<file path="config.mk">
export PLATFORM = sky130hd
export DESIGN_NAME = pattern_scan_sched_flat
export DESIGN_NICKNAME = d
export VERILOG_FILES = /design/src/rtl/pattern_scan_sched_if.sv /design/src/rtl/pattern_scan_sched.sv /design/src/flat_wrapper.sv
export SDC_FILE = /design/constraint.sdc
export NUM_CORES = 1
export LEC_CHECK = 0
export BUFFER_PORTS_ARGS = -buffer_cell sky130_fd_sc_hd__buf_2
export CORE_MARGIN = 1
export CORE_UTILIZATION = 35
export DETAILED_ROUTE_END_ITERATION = 8
export GPL_TIMING_DRIVEN = 0
export PLACE_DENSITY = 0.59
export SETUP_SLACK_MARGIN = 0.15
export SYNTH_ARGS = -nofsm -noshare
export SYNTH_HDL_FRONTEND = slang
export SYNTH_SLANG_ARGS = --single-unit
</file>
<file path="constraint.sdc">
create_clock -name clk -period 1.7 [get_ports clk]
set_clock_uncertainty 0.2 [all_clocks]
set_input_delay 0.17 -clock clk [delete_from_list [all_inputs] [get_ports clk]]
set_output_delay 0.17 -clock clk [all_outputs]
set_load 0.02 [all_outputs]
</file>
<file path="src/rtl/pattern_scan_sched_if.sv">
// Bundle of requester, detector and result signals for pattern_scan_sched.
// The slave modport is the scheduler's side; master is the surrounding environment.
interface pattern_scan_sched_if #(
  parameter int W  = 8,
  parameter int CW = $clog2(W + 1)
);
  logic          req0;
  logic          req1;
  logic [W-1:0]  data0;
  logic [W-1:0]  data1;
  logic          ack0;
  logic          ack1;
  logic          det_in;
  logic          det_reset_n;
  logic          det_z;
  logic          busy;
  logic          res_valid;
  logic          res_id;
  logic [CW-1:0] res_count;
  logic          res_hit;

  modport slave (
    input  req0, req1, data0, data1, det_z,
    output ack0, ack1, det_in, det_reset_n, busy,
    output res_valid, res_id, res_count, res_hit
  );

  modport master (
    output req0, req1, data0, data1, det_z,
    input  ack0, ack1, det_in, det_reset_n, busy,
    input  res_valid, res_id, res_count, res_hit
  );
endinterface

</file>
<file path="src/rtl/pattern_scan_sched.sv">
// Round-robin scheduler feeding one bit-serial pattern detector from two word requesters,
// returning a per-word match count tagged with the served requester id.
module pattern_scan_sched #(
  parameter int W        = 8,
  parameter bit CLEAR_EN = 1'b1,
  parameter int CW       = $clog2(W + 1)
) (
  input logic                  clk,
  input logic                  reset,
  pattern_scan_sched_if.slave  bus
);

  typedef enum logic [1:0] {IDLE, CLEAR, SHIFT, DONE} state_t;

  state_t        state_q, state_d;
  logic [W-1:0]  sr_q, sr_d;
  logic [CW-1:0] cnt_q, cnt_d;
  logic [CW-1:0] idx_q, idx_d;
  logic [CW-1:0] res_count_q, res_count_d;
  logic          last_q, last_d;
  logic          id_q, id_d;
  logic          ack0_q, ack0_d;
  logic          ack1_q, ack1_d;
  logic          res_id_q, res_id_d;
  logic          res_hit_q, res_hit_d;
  logic          grant1;

  always_comb begin
    state_d     = state_q;
    sr_d        = sr_q;
    cnt_d       = cnt_q;
    idx_d       = idx_q;
    last_d      = last_q;
    id_d        = id_q;
    ack0_d      = 1'b0;
    ack1_d      = 1'b0;
    res_count_d = res_count_q;
    res_id_d    = res_id_q;
    res_hit_d   = res_hit_q;
    // On a tie, requester 1 wins only if requester 0 was served last.
    grant1      = bus.req1 & (~bus.req0 | ~last_q);

    case (state_q)
      IDLE: begin
        if (bus.req0 | bus.req1) begin
          id_d    = grant1;
          last_d  = grant1;
          sr_d    = grant1 ? bus.data1 : bus.data0;
          cnt_d   = '0;
          idx_d   = '0;
          ack0_d  = ~grant1;
          ack1_d  = grant1;
          state_d = CLEAR_EN ? CLEAR : SHIFT;
        end
      end
      CLEAR: state_d = SHIFT;
      SHIFT: begin
        cnt_d = cnt_q + CW'(bus.det_z);
        sr_d  = sr_q >> 1;
        idx_d = idx_q + CW'(1);
        // The last det_z of the word arrives on the edge that leaves SHIFT,
        // so the result is captured from the already-incremented count.
        if (idx_q == CW'(W - 1)) begin
          state_d     = DONE;
          res_count_d = cnt_d;
          res_id_d    = id_q;
          res_hit_d   = (cnt_d != '0);
        end
      end
      DONE:    state_d = IDLE;
      default: state_d = IDLE;
    endcase
  end

  always_ff @(posedge clk) begin
    if (reset) begin
      state_q     <= IDLE;
      sr_q        <= '0;
      cnt_q       <= '0;
      idx_q       <= '0;
      last_q      <= 1'b1;
      id_q        <= 1'b0;
      ack0_q      <= 1'b0;
      ack1_q      <= 1'b0;
      res_count_q <= '0;
      res_id_q    <= 1'b0;
      res_hit_q   <= 1'b0;
    end else begin
      state_q     <= state_d;
      sr_q        <= sr_d;
      cnt_q       <= cnt_d;
      idx_q       <= idx_d;
      last_q      <= last_d;
      id_q        <= id_d;
      ack0_q      <= ack0_d;
      ack1_q      <= ack1_d;
      res_count_q <= res_count_d;
      res_id_q    <= res_id_d;
      res_hit_q   <= res_hit_d;
    end
  end

  assign bus.ack0        = ack0_q;
  assign bus.ack1        = ack1_q;
  assign bus.busy        = (state_q != IDLE);
  assign bus.res_valid   = (state_q == DONE);
  assign bus.det_in      = (state_q == SHIFT) & sr_q[0];
  assign bus.det_reset_n = ~reset & (state_q != CLEAR);
  assign bus.res_id      = res_id_q;
  assign bus.res_count   = res_count_q;
  assign bus.res_hit     = res_hit_q;

endmodule

</file>
<file path="src/flat_wrapper.sv">
// flat-port wrapper written by rule: the top's interface ports become plain ports
module pattern_scan_sched_flat 
#(
  parameter int W        = 8,
  parameter bit CLEAR_EN = 1'b1,
  parameter int CW       = $clog2(W + 1)
)
  (clk, reset, bus_req0, bus_req1, bus_data0, bus_data1, bus_det_z, bus_ack0, bus_ack1, bus_det_in, bus_det_reset_n, bus_busy, bus_res_valid, bus_res_id, bus_res_count, bus_res_hit);
  pattern_scan_sched_if #(.W(W), .CW(CW)) bus_i ();
  input logic clk;
  input logic reset;
  input wire logic [$bits(bus_i.req0)-1:0] bus_req0;
  input wire logic [$bits(bus_i.req1)-1:0] bus_req1;
  input wire logic [$bits(bus_i.data0)-1:0] bus_data0;
  input wire logic [$bits(bus_i.data1)-1:0] bus_data1;
  input wire logic [$bits(bus_i.det_z)-1:0] bus_det_z;
  output wire logic [$bits(bus_i.ack0)-1:0] bus_ack0;
  output wire logic [$bits(bus_i.ack1)-1:0] bus_ack1;
  output wire logic [$bits(bus_i.det_in)-1:0] bus_det_in;
  output wire logic [$bits(bus_i.det_reset_n)-1:0] bus_det_reset_n;
  output wire logic [$bits(bus_i.busy)-1:0] bus_busy;
  output wire logic [$bits(bus_i.res_valid)-1:0] bus_res_valid;
  output wire logic [$bits(bus_i.res_id)-1:0] bus_res_id;
  output wire logic [$bits(bus_i.res_count)-1:0] bus_res_count;
  output wire logic [$bits(bus_i.res_hit)-1:0] bus_res_hit;
  assign bus_i.req0 = bus_req0;
  assign bus_i.req1 = bus_req1;
  assign bus_i.data0 = bus_data0;
  assign bus_i.data1 = bus_data1;
  assign bus_i.det_z = bus_det_z;
  assign bus_ack0 = bus_i.ack0;
  assign bus_ack1 = bus_i.ack1;
  assign bus_det_in = bus_i.det_in;
  assign bus_det_reset_n = bus_i.det_reset_n;
  assign bus_busy = bus_i.busy;
  assign bus_res_valid = bus_i.res_valid;
  assign bus_res_id = bus_i.res_id;
  assign bus_res_count = bus_i.res_count;
  assign bus_res_hit = bus_i.res_hit;
  pattern_scan_sched #(.W(W), .CLEAR_EN(CLEAR_EN), .CW(CW)) u_core (.clk(clk), .reset(reset), .bus(bus_i));
endmodule
</file>
After elaboration in Yosys (flattened, before gate mapping)
Index checks and enable logic that the tools add are counted.
{"block": "op_classes", "reduce_logical": 9, "n_bitwise": 11, "n_addsub": 2, "muxes": 9, "n_eq_ne": 7}
{"cell": "$mux 8", "count": 2}
{"cell": "$pmux 4 s2", "count": 2}
{"cell": "$pmux 8 s2", "count": 1}
{"cell": "$pmux 2 s4", "count": 1}
{"cell": "$reduce_and 2->1", "count": 4}
{"cell": "$ne 2x1->1 const B", "count": 3}
{"cell": "$not 1->1", "count": 6}
{"cell": "$add 4x1->4", "count": 1}
{"cell": "$add 4x1->4 const B", "count": 1}
{"cell": "$eq 2x2->1 const B", "count": 2}
{"cell": "$eq 4x3->1 const B", "count": 1}
{"cell": "$mux 2", "count": 2}
{"cell": "$mux 4", "count": 1}
{"cell": "$reduce_bool 2->1", "count": 2}
{"cell": "$reduce_bool 4->1", "count": 1}
{"cell": "$and 1x1->1", "count": 3}
{"cell": "$reduce_or 3->1", "count": 1}
{"cell": "$eq 2x1->1 const B", "count": 1}
{"cell": "$logic_not 2->1", "count": 1}
{"cell": "$or 1x1->1", "count": 2}
{"block": "totals", "elab_cells": 49, "register_bits": 28, "inputBits": 21, "output_inout_bits": 12}

Longest topological paths before layout
{"block": "depth", "ltp_word": 6, "depth_mapped": 7, "mapped_depth_nobuf": 5}

Worst setup path before layout
Ideal clock, no wire load.
{"block": "synth_path", "path_type": "register -> register", "startpoint": "register u_core.state_q[0]", "endpoint": "register u_core.idx_q[3]", "path_stages_with_launch": 6, "n_path_buf": 0, "path_slack_ns": -0.151, "synth_period_minus_slack_ns": 1.851, "t_required_ns": 1.414, "setup_time_ns": 0.086, "arrival_time_ns": 1.565, "path_cell_list": "dfxtp_1 > inv_1 > ha_1 > nor3b_4 > or4_1 > a211oi_1"}
{"block": "synth_between", "elab_chain_len": 3, "word_cells_on_any_way": 6, "classes_between": "eq/ne (2); mux (1); reduce/logical (3)"}
{"element": "start, declared", "line": "pattern_scan_sched.sv:15", "text": "state_t state_q, state_d;"}
{"element": "start signal, assigned", "line": "pattern_scan_sched.sv:89", "text": "state_q <= state_d;"}
{"element": "$logic_not 2->1 or $eq 2x2->1 (tied branches)", "line": "pattern_scan_sched.sv:43", "text": "case (state_q)"}
{"element": "$ne 2x1->1 (no line) or $reduce_bool 2->1 (tied branches)"}
{"element": "$reduce_and 2->1 (no line)"}
{"element": "end signal, assigned", "line": "pattern_scan_sched.sv:92", "text": "idx_q <= idx_d;"}
{"element": "end, declared", "line": "pattern_scan_sched.sv:18", "text": "logic [CW-1:0] idx_q, idx_d;"}
Several ways; a longest one is shown, not always the timed one.
A chain may end at the register's enable or synchronous reset.

Final worst setup path
{"block": "layout_path", "startpoint": "register u_core.state_q[1]", "endpoint": "register u_core.idx_q[3]"}
Same word-level chain as after synthesis.

==> flow_metrics.tcl <==
set metrics [dict create \
    outcome "complete, but fails checks" \
    failed_checks "setup timing" \
    core_um2 3744 \
    dp_slack_ns -0.2510 \
    cp_max_fo 8 \
    required_ns 1.70 \
    die-area_um2 4243 \
    grt_antenna_before_repair 0 \
    reg2reg_setup_slack_ns -0.12 \
    hold_depth 3 \
    clock.fmax_ghz 0.5490 \
    grt_pass1_vias 1363 \
    r2r_start "u_core.state_q[1]" \
    critPathCaptureType "flip-flop" \
    synth_top_cell_by_area "dfxtp_1" \
    drcViolationCount 0 \
    ant_nets 0 \
    max_slew.worst_pin.slew_ns 0.5253 \
    io_buffers 32 \
    diodes 0 \
    grt_pass1_wl_um 6354 \
    timing_hold_violations_final 0 \
    arrival_ns 1.82 \
    post-dp-hpwl_um 2434 \
    ios 33 \
    ff2ff_path_depth 5 \
    grt-ovfl-total 0 \
    start_util_pct 37.27 \
    wire_per_inst_um 15.58 \
    rsz0062_at_grt "true" \
    setup_slack_ns -0.1216 \
    clock_path_buffers 2 \
    reg2reg_to "u_core.idx_q[3]" \
    dr.pass1.iters 4 \
    hp-start "bus_data0[5]" \
    cts_made_buffers 3 \
    static-leakage-power_nw 0.8617 \
    nets 239 \
    cts_sinks 28 \
    finalCritPeriodShare_pct 107.2 \
    cts_tree "yes" \
    syn_area_per_cell_um2 9.001 \
    slew_headroom_pct 64.98 \
    drtIter0Drc 70 \
    max_cap_violations 0 \
    synth_top_flop_cell "dfxtp_1" \
    grt_max_degree 15 \
    yosysMostFrequentCell "dfxtp_1" \
    yosys-top-cells-area "dfxtp_1 (40%), mux2i_1 (7.9%), ha_1 (7.2%), a21oi_1 (3.2%), nand2_1 (3.2%)" \
    p_per_area_nw_per_um2 1395 \
    synth_cells 155 \
    finalSetupViolCount 9 \
    synth_common_cells "dfxtp_1 (28), nand2_1 (12), mux2i_1 (11), nor2_1 (11), a21oi_1 (9)" \
    htreeDepth 1 \
    post_route_cells_drive_above_1_share_pct 46.63 \
    fin_util_pct 56.52 \
    gp_congestion 0.7914 \
    rows 22 \
    areaGrowthSynthToFinish_pct 51.66 \
    routed_via_density 5.293 \
    min_delay_worst_endpoint "u_core.sr_q[5]" \
    synth_edf_count 0 \
    grt_usage_pct 19.59 \
    timing.hold.ws_ns 0.005152 \
    syn_area_um2 1395 \
    critPathLaunchType "flip-flop" \
    critPathKind "flip-flop to flip-flop" \
    nFillCells 340 \
    routed_wl_um 3989 \
    synth-async-reset-ratio_pct 0 \
    clk_root_buffer_cell "clkbuf_8" \
    slew_viol_final 0 \
    ir_worst_vdd_mv 1.010 \
    die_x_um 65.14 \
    period_minus_slack_ns 1.822 \
    clkTransAtPathRegs_ns 0.09 \
    min_path_type "primary input to flip-flop" \
    synth_fp_nets 184 \
    ys_ff_latch 28 \
    ys_seq_area_share_pct 40.18 \
    yosysWarningCount 0 \
    clock_latency_ns 0.28 \
    die_h_um 65.14 \
    synth_top_area_share_pct 40.18 \
    num_vias 1355 \
    yosysUniqueCellTypes 35 \
]
==> routing by layer <==
metal | routed length (um) | part of all wire [%] | track usage, %
met5 | 0 | 0 | 0
met4 | 62 | 1.6 | 5.435
met3 | 151 | 3.8 | 3.819
met2 | 1999 | 50 | 34.38
met1 | 1775 | 44 | 24.25
==> area by class of cell <==
cell class              count  area [um^2]  area share, %
multi-input cells         111        969.7          45.83
flip-flops and latches     28        565.5          26.73
repair buffers             50        347.8          16.44
plain buffers              11        107.6          5.086
well taps                  48        60.06          2.839
clock buffers               3        41.29          1.952
inverters                   5        23.77          1.124
==> metrics by stage <==
| step | cell area [um^2] | total power, mW | TNS (ns) | instances |
|---|---|---|---|---|
| 6_report | 2116 | 2.951 | -0.5370 | 256 |
| 5_1_grt | 2116 | 3.112 | -1.952 | 256 |
| 4_1_cts | 1969 | 2.610 | -0.3720 | 252 |
| 3_5_place_dp | 1660 | 1.787 | -1.772 | 235 |
| 3_3_place_gp | 1660 | 1.772 | -1.169 | 235 |
| 2_1_floorplan | 1440 | 1.543 | -0.003805 | 155 |
==> critical path: stages, from the launching register on <==
cell and delay [ns]:
dfxtp_4 0.39, inv_4 0.04, ha_4 0.17, nor3b_4 0.19, or4_4 0.53, a211oi_2 0.22
==> kinds of logic (layout without fill, tap and decap cells) <==
family          after synthesis  in the layout  synth area share, %
mux                          11             11                7.893
simple gates                 54             54                21.44
compound gates               36             36                17.22
flops                        28             28                40.18
fa+ha+maj                     8              8                7.175
buf+inv                      16             69                4.843
xor+xnor                      2              2                1.256
==> how the worst max path moves through the flow <==
stage	from	to	cells past startpoint
after floorplan	u_core.state_q[0]	u_core.idx_q[3]	5
after global placement	u_core.state_q[0]	u_core.idx_q[2]	6
after detailed placement	u_core.state_q[0]	u_core.idx_q[2]	6
after CTS	u_core.state_q[1]	u_core.sr_q[0]	5
after global routing	u_core.state_q[1]	u_core.idx_q[3]	5
final	u_core.state_q[1]	u_core.idx_q[3]	5
==> flip-flops by register name, indices dropped and copies added (netlist names) <==
register              flops
u_core.sr_q               8
u_core.bus.res_count      4
u_core.cnt_q              4
u_core.idx_q              4
u_core.state_q            2
u_core.bus.ack0           1
u_core.bus.ack1           1
u_core.bus.res_hit        1
u_core.bus.res_id         1
u_core.id_q               1
u_core.last_q             1
==> power breakdown <==
group,internal (mW),total (mW),leakage [nW],switching [mW]
sequential,0.784,0.858,0.229,0.0733
clock,0.160,0.363,0.0216,0.204
combinational,0.872,1.73,0.611,0.858
total,1.82,2.95,0.862,1.14
==> cell usage in the layout, fill, tap and decap left out, types with 3 or more instances in the layout <==
cell type  count
o221ai_2       5
nand2_1       11
ha_4           3
nor2_1         8
nor2b_1        5
buf_6         12
a21oi_1        7
o21ai_2        3
o21ai_0        4
nand3_1        6
or4_4          3
clkbuf_8       4
buf_2         31
mux2i_1       11
dfxtp_1       26
buf_4          9
nor3_1         4
ha_1           5
==> repair_timing <==
item                                    in CTS  in global routing
pin swaps                                   13                  7
endpoints found under the hold margin        1                  0
gates cloned                                 2                  0
buffers inserted                            10                  4
endpoints found under the setup margin      26                 27
hold buffers                                 2                  0
resized for setup                           46                 20
(Power assumes the default switching activity.)
